<file path="src/rtl/setcc_seq_pkg.sv">
// Shared opcode, state and sizing definitions for the iterative
// set-condition coprocessor.
package setcc_seq_pkg;

    localparam int DEF_WIDTH = 16;
    localparam int DEF_SLICE = 4;

    localparam logic [1:0] SETCC_SEQ = 2'b00;
    localparam logic [1:0] SETCC_SLT = 2'b01;
    localparam logic [1:0] SETCC_SLE = 2'b10;
    localparam logic [1:0] SETCC_SCO = 2'b11;

    typedef enum logic [1:0] {
        IDLE = 2'b00,
        CALC = 2'b01,
        DONE = 2'b10
    } state_t;

endpackage

</file>
<file path="src/rtl/setcc_seq_slice_adder.sv">
// Narrow ripple slice shared by every CALC cycle of setcc_seq.
// Purely combinational: sum and carry-out of a + b + cin.
module slice_adder #(
    parameter int SLICE = 4
) (
    input  logic [SLICE-1:0] a,
    input  logic [SLICE-1:0] b,
    input  logic             cin,
    output logic [SLICE-1:0] sum,
    output logic             cout
);

    logic [SLICE:0] full;

    assign full = {1'b0, a} + {1'b0, b} + {{SLICE{1'b0}}, cin};
    assign sum  = full[SLICE-1:0];
    assign cout = full[SLICE];

endmodule

</file>
<file path="src/rtl/setcc_seq.sv">
// Iterative SEQ/SLT/SLE/SCO unit: one SLICE-bit adder stepped LSB-first,
// valid/ready on both sides so the execute stage can stall on it.
module setcc_seq
    import setcc_seq_pkg::*;
#(
    parameter int WIDTH = DEF_WIDTH,
    parameter int SLICE = DEF_SLICE
) (
    input  logic             clk,
    input  logic             rst,
    input  logic             in_valid,
    output logic             in_ready,
    input  logic [1:0]       in_op,
    input  logic [WIDTH-1:0] in_a,
    input  logic [WIDTH-1:0] in_b,
    output logic             out_valid,
    input  logic             out_ready,
    output logic [WIDTH-1:0] out_set,
    output logic             busy
);

    localparam int NSL = WIDTH / SLICE;
    localparam int CW  = (NSL > 1) ? $clog2(NSL) : 1;
    localparam logic [CW-1:0] LAST = CW'(NSL - 1);

    state_t           state, state_n;
    logic [WIDTH-1:0] opx, opy;
    logic             carry, nz, msb;
    logic [1:0]       op;
    logic [CW-1:0]    cnt;
    logic [SLICE-1:0] sum;
    logic             cout;
    logic             last;
    logic             accept;
    logic             cond;

    slice_adder #(.SLICE(SLICE)) u_add (
        .a    (opx[SLICE-1:0]),
        .b    (opy[SLICE-1:0]),
        .cin  (carry),
        .sum  (sum),
        .cout (cout)
    );

    assign in_ready  = (state == IDLE);
    assign out_valid = (state == DONE);
    assign busy      = (state == CALC) || (state == DONE);
    assign accept    = in_valid && in_ready;
    assign last      = (cnt == LAST);

    always_ff @(posedge clk) begin
        if (rst) state <= IDLE;
        else     state <= state_n;
    end

    always_comb begin
        state_n = IDLE;
        unique case (1'b1)
            state == IDLE: state_n = accept ? CALC : IDLE;
            state == CALC: state_n = last ? DONE : CALC;
            state == DONE: state_n = out_ready ? IDLE : DONE;
            default:       state_n = IDLE;
        endcase
    end

    // Operands are pre-arranged so every op is a plain add: A-B, B-A or A+B.
    always_ff @(posedge clk) begin
        if (rst) begin
            opx   <= '0;
            opy   <= '0;
            carry <= 1'b0;
            nz    <= 1'b0;
            msb   <= 1'b0;
            op    <= SETCC_SEQ;
            cnt   <= '0;
        end else if (accept) begin
            op  <= in_op;
            cnt <= '0;
            nz  <= 1'b0;
            msb <= 1'b0;
            case (in_op)
                SETCC_SLE: begin
                    opx   <= in_b;
                    opy   <= ~in_a;
                    carry <= 1'b1;
                end
                SETCC_SCO: begin
                    opx   <= in_a;
                    opy   <= in_b;
                    carry <= 1'b0;
                end
                default: begin
                    opx   <= in_a;
                    opy   <= ~in_b;
                    carry <= 1'b1;
                end
            endcase
        end else if (state == CALC) begin
            opx   <= opx >> SLICE;
            opy   <= opy >> SLICE;
            carry <= cout;
            nz    <= nz | (|sum);
            msb   <= sum[SLICE-1];
            cnt   <= cnt + 1'b1;
        end
    end

    // Flags freeze in DONE, so the result stays stable until handshake.
    always_comb begin
        cond = 1'b0;
        case (op)
            SETCC_SEQ: cond = !nz;
            SETCC_SLT: cond = msb;
            SETCC_SLE: cond = !msb;
            SETCC_SCO: cond = carry;
            default:   cond = 1'b0;
        endcase
    end

    assign out_set = {{(WIDTH-1){1'b0}}, out_valid & cond};

endmodule

</file>
<file path="config.mk">
export PLATFORM = sky130hd
export DESIGN_NAME = setcc_seq
export DESIGN_NICKNAME = d
export VERILOG_FILES = /design/src/rtl/setcc_seq_pkg.sv /design/src/rtl/setcc_seq_slice_adder.sv /design/src/rtl/setcc_seq.sv
export SDC_FILE = /design/constraint.sdc
export NUM_CORES = 1
export LEC_CHECK = 0
export ABC_AREA = 1
export BUFFER_PORTS_ARGS = -buffer_cell sky130_fd_sc_hd__clkbuf_2
export CAP_MARGIN = 15
export CORE_ASPECT_RATIO = 0.9
export CORE_UTILIZATION = 35
export DETAILED_ROUTE_END_ITERATION = 12
export GPL_ROUTABILITY_DRIVEN = 0
export SYNTH_ARGS = -nofsm -noshare
export SYNTH_HDL_FRONTEND = slang
export SYNTH_HIERARCHICAL = 1
export SYNTH_SLANG_ARGS = --single-unit
export TNS_END_PERCENT = 20
</file>
<file path="constraint.sdc">
create_clock -name clk -period 2.1 [get_ports clk]
set_input_delay 0.42 -clock clk [delete_from_list [all_inputs] [get_ports clk]]
set_output_delay 0.42 -clock clk [all_outputs]
set_load 0.02 [all_outputs]
</file>
==> flow_metrics.env, run 1 <==
export IMPL_cap_violations=0
export IMPL_cp_end_kind="register"
export IMPL_critPathMaxFanout=20
export IMPL_crit_path_start="state[0]"
export IMPL_cts_hold_fix_buffers=0
export IMPL_hold_class="input port to register"
export IMPL_die_h_um=84.7
export IMPL_fillCellCount=782
export IMPL_finalCritPeriodShare=0.832
export IMPL_synth_avg_cell_area_um2=6.52
export IMPL_routed_wl_um=6650
export IMPL_rows=29
export IMPL_netlist_instances=408
export IMPL_synth_seq_cells=41
export IMPL_clock_path_buffers=2
export IMPL_synth_async_reset_ratio=0
export IMPL_synthesis_area_um2=2660
export IMPL_cts_setup_buffers=0
export IMPL_worstPathRequired_ns=2.27
export IMPL_cts_repair_resized=0
export IMPL_power_density_nw_per_um2=663
export IMPL_port_buffers=41
export IMPL_min_path_cells=3
export IMPL_max_slew_margin=0.654
export IMPL_clk_latency_ns=0.30
export IMPL_fin_nets=487
export IMPL_hold_viol_final=0
export IMPL_setup_tns_ns=0
export IMPL_finalCriticalPeriod_ns=1.75
export IMPL_cts_clk_slew_worst_paths_ns=0.08
export IMPL_yosys_warnings=6
export IMPL_io_pins=57
export IMPL_skew_ns=0.0101
export IMPL_numCtsBuffers=5
export IMPL_core_area_um2=7180
export IMPL_slew_viol_final=0
export IMPL_rsz0062_at_grt="no"
export IMPL_worstSetupStartpointType="register"
export IMPL_cellLeakagePower_nw=1.39
export IMPL_max_freq_mhz=572
export IMPL_die_area_um2=7950
export IMPL_final_cell_mix="nand2_1, a21oi_1, dfxtp_1, clkbuf_2, nor2_1"
export IMPL_grt_pass1_vias=2347
export IMPL_ir_drop_uv=223
export IMPL_place_area_um2=2830
export IMPL_min_from="in_b[3]"
export IMPL_r2r_start="state[0]"
export IMPL_drtPass1Iterations=4
export IMPL_wl_per_cell_um=12.5
export IMPL_grt_usage=0.182
export IMPL_finalInstanceArea_um2=2930
export IMPL_finalPower_w=0.00194
export IMPL_die_w_um=93.9
export IMPL_dp_hpwl_um=4630
export IMPL_ys_flop_type="dfxtp_1"
export IMPL_h_tree_depth=2
export IMPL_overflow=0
export IMPL_n_antenna_cell=0
export IMPL_setup_violations=0
export IMPL_syn_to_final_growth_pct=10.2
export IMPL_antenna_found_initial=0
export IMPL_outcome="completed"
export IMPL_vias=2562
export IMPL_cts_sinks=41
export IMPL_synth_edff_count=0
export IMPL_drc=0
export IMPL_reg2reg_depth=8
export IMPL_cts_root_buffer="clkbuf_8"
export IMPL_yosysSeqAreaShare=0.309
export IMPL_cp_arrival_ns=1.92
export IMPL_fin_util=0.408
export IMPL_start_util=0.370
export IMPL_criticalPathCategory="register to register"
export IMPL_layout_cells_most_common="nand2_1"
export IMPL_tightest_slew_ns=0.518
export IMPL_ant_nets=0
export IMPL_grt_max_degree=33
export IMPL_vias_per_cell=4.81
export IMPL_drt_iter0_markers=99
export IMPL_drive_above_1_share=0.184
export IMPL_grt_pass1_wl_um=11300
export IMPL_netlist_cell_type_count=27
export IMPL_cts_tree="built"
-- power by group --
part           leakage, nW  internal (W)  total, W  switching (W)
clock               0.0542      0.000297  0.000585       0.000287
sequential           0.337      0.000843  0.000880      0.0000376
combinational         1.00      0.000173  0.000479       0.000305
-- critical path, cell delays in order (launching register included) --
cell,delay (ns)
dfxtp_1,0.37
inv_1,0.07
ha_1,0.21
nand2_2,0.08
inv_2,0.05
nor2_4,0.21
inv_1,0.30
o21ai_0,0.26
a21oi_1,0.06
-- area by class of cell --
class,instances,area [µm²],area share
sequential,41,821,0.280
multi-input combinational,306,1500,0.512
inverter,38,143,0.0487
clock buffer,7,96.3,0.0329
timing repair buffer,47,250,0.0854
tap,93,116,0.0397
clock inverter,1,5.00,0.00171
-- cells in the mapped netlist, types with 7 or more instances --
cell,n,area (µm²)
nand2_1,104,390
a21oi_1,45,225
dfxtp_1,41,821
nor2_1,40,150
inv_1,34,128
nand3_1,31,155
o21ai_0,24,120
buf_4,18,135
or2_2,12,75.1
buf_2,9,45.0
ha_1,8,100
o211ai_1,7,52.6
-- through the flow --
stage	setup slack [ns]	hold WS [ns]	cells
final	0.353	0.452	533
after global routing	0.234	0.480	533
after CTS	0.354	0.443	533
after detailed placement	0.288	0.451	525
after global placement	0.332	0.451	525
after floorplan	0.547	0.436	422
-- routing by layer --
layer / part of all wire / global-route usage / up-vias
li1: - / - / 1335
met5: 0 / 0 / -
met1: 0.49 / 0.263 / 1144
met3: 0.065 / 0.0362 / 5
met4: 0.0098 / 0.0545 / 0
met2: 0.44 / 0.271 / 78
-- flip-flops by register name (all words and copies together) (netlist names) --
register / count
carry: 1
cnt: 2
msb: 1
nz: 1
op: 2
opx: 16
opy: 16
state: 2
-- logic make-up (layout without fill, tap and decap cells) --
logic type,Yosys count,after routing,share of synthesized area
fa+ha+maj,10,10,0.0527
other cells,1,15,0.00141
xor+xnor,2,2,0.00659
simple gates,196,196,0.313
flops,41,41,0.309
compound gates,83,83,0.170
buf+inv,75,93,0.147
-- final timing paths --
kind                            endpoint  slack [ns]
worst min-delay path              opx[3]        0.45
worst max-delay path              opx[8]        0.35
worst max register to register    opx[8]        0.35
worst min register to register        nz        0.46
Power figures use the tool's default switching activity.
==> run 2: changes to the inputs <==
==> constraint.sdc (replaced) <==
create_clock -name clk -period 1.7 [get_ports clk]
set_input_delay 0.34 -clock clk [delete_from_list [all_inputs] [get_ports clk]]
set_output_delay 0.34 -clock clk [all_outputs]
set_load 0.02 [all_outputs]
==> run 2 against run 1 <==
Against the previous run: global-route usage is 0.33 points higher; utilization is 2.9 points higher; sequential cell count stayed put; register-to-register slack worse by 0.29 ns; clock skew hardly changed; sequential power is 24% higher.
==> flow_metrics.env, run 2 (synthesis results as in run 1) <==
export IMPL_n_antenna_cell=0
export IMPL_hold_class="input port to register"
export IMPL_fillCellCount=791
export IMPL_criticalPathCategory="register to register"
export IMPL_drive_above_1_share=0.228
export IMPL_worstPathRequired_ns=1.87
export IMPL_core_area_um2=7180
export IMPL_final_cell_mix="nand2_1, a21oi_1, clkbuf_2"
export IMPL_die_area_um2=7950
export IMPL_setup_violations=0
export IMPL_cp_arrival_ns=1.81
export IMPL_hold_viol_final=0
export IMPL_setup_tns_ns=0
export IMPL_layout_cells_most_common="nand2_1"
export IMPL_routed_wl_um=6970
export IMPL_cts_root_buffer="clkbuf_8"
export IMPL_min_from="in_a[14]"
export IMPL_reg2reg_depth=9
export IMPL_cts_tree="built"
export IMPL_path_delay_family="buffers and inverters"
export IMPL_finalCriticalPeriod_ns=1.63
export IMPL_wl_per_cell_um=12.8
export IMPL_overflow=0
export IMPL_layoutNonFillerInstCount=545
export IMPL_cts_hold_fix_buffers=0
export IMPL_top_regs="opx x16, opy x16"
export IMPL_comb_power_share=0.262
export IMPL_drt_iter0_markers=138
export IMPL_r2r_start="state[0]"
export IMPL_crit_chain="inv_1, ha_2, nand2_2, inv_6, nor2_4, buf_12, clkinvlp_4, o21ai_0, a21oi_1"
export IMPL_grt_pass1_wl_um=11500
export IMPL_slew_viol_final=0
export IMPL_die_h_um=84.7
export IMPL_min_to="opy[14]"
export IMPL_p_clk_frac=0.322
export IMPL_dp_cells=529
export IMPL_start_util=0.370
export IMPL_drc=0
export IMPL_port_buffers=41
export IMPL_outcome="completed"
export IMPL_reg2reg_to="opx[1]"
export IMPL_clock_path_buffers=2
export IMPL_grt_usage=0.185
export IMPL_vias=2622
export IMPL_drtPass1Iterations=4
export IMPL_crit_slowest_cell="dfxtp_2"
export IMPL_skew_ns=0.00960
export IMPL_antenna_found_initial=0
export IMPL_syn_to_final_growth_pct=18.0
export IMPL_r2r_setup_slack_ns=0.07
export IMPL_rows=29
export IMPL_internal_power_w=0.00180
export IMPL_rsz0062_at_grt="yes"
export IMPL_min_path_cells=4
export IMPL_fin_nets=499
export IMPL_swShare=0.313
export IMPL_vias_per_cell=4.81
export IMPL_cap_violations=0
export IMPL_max_stage_delay_ns=0.34
export IMPL_cellLeakagePower_nw=1.46
export IMPL_dp_hpwl_um=4800
export IMPL_critPathMaxFanout=10
export IMPL_h_tree_depth=2
export IMPL_ant_nets=0
export IMPL_max_freq_mhz=613
export IMPL_numCtsBuffers=5
export IMPL_cts_clk_slew_worst_paths_ns=0.09
export IMPL_finalCritPeriodShare=0.960
export IMPL_grt_pass1_vias=2407
export IMPL_cp_end_kind="register"
export IMPL_io_pins=57
export IMPL_cts_sinks=41
export IMPL_die_w_um=93.9
export IMPL_worstSetupStartpointType="register"
export IMPL_clk_latency_ns=0.30
export IMPL_ir_drop_uv=411
export IMPL_switchingPower_w=0.000819
export IMPL_crit_buf_inv=4
export IMPL_grt_max_degree=33
export IMPL_seqPwrFrac=0.417
export IMPL_holdWs_ns=0.368
export IMPL_power_density_nw_per_um2=834
run 2: worst max path at each step:
stage	startpoint	end	slack, ns	cells after the start
finish	state[0]	opx[1]	0.07	9
detailed placement	state[0]	opx[1]	0.03	8
CTS	state[0]	opx[1]	0.03	8
global route	carry	carry	-0.03	8
floorplan	opx[0]	nz	0.15	8
global placement	carry	carry	0.09	8
run 2: routing by layer:
metal / GRT usage / wire length [µm]
met1: 0.254 / 3390
met2: 0.299 / 3230
met3: 0.0362 / 297
met4: 0.0420 / 60
met5: 0 / 0
run 2: power groups by stage:
| stage | registers, W | clock network (W) | logic (W) |
|---|---|---|---|
| after detailed placement | 0.00111 | 0 | 0.000618 |
| after global placement | 0.00111 | 0 | 0.000607 |
| final | 0.00109 | 0.000842 | 0.000684 |
| after CTS | 0.00109 | 0.000859 | 0.000619 |
| after global routing | 0.00110 | 0.000905 | 0.000772 |
| after floorplan | 0.00109 | 0 | 0.000476 |
run 2: repair_timing:
action | in CTS | in global routing
resized for setup | 0 | 23
endpoints found under the setup margin | 0 | 17
setup buffers | 0 | 6
run 2: cell type report:
class                   instances  area (µm²)  share of cell area
multi-input cells             306        1510               0.482
repair inverters                2        15.0             0.00478
clock inverters                 2        37.5              0.0120
flip-flops and latches         41         827               0.264
clock buffers                   6        82.6              0.0263
inverters                      38         151              0.0482
well taps                      93         116              0.0371
repair buffers                 57         395               0.126
run 2: through the flow:
| stage | utilization | setup slack, ns | instance area (µm²) | total power [W] |
|---|---|---|---|---|
| after CTS | 0.420 | 0.0299 | 3020 | 0.00257 |
| after floorplan | - | 0.147 | 2710 | 0.00157 |
| after global placement | 0.403 | 0.0919 | 2900 | 0.00171 |
| after detailed placement | 0.403 | 0.0322 | 2900 | 0.00173 |
| final | 0.437 | 0.0674 | 3140 | 0.00262 |
| after global routing | 0.437 | -0.0339 | 3140 | 0.00278 |
run 2: worst min-delay path, cell delays in order:
cell	delay [ns]
clkbuf_2	0.09
nand2_1	0.05
o211ai_1	0.08
a21oi_1	0.07
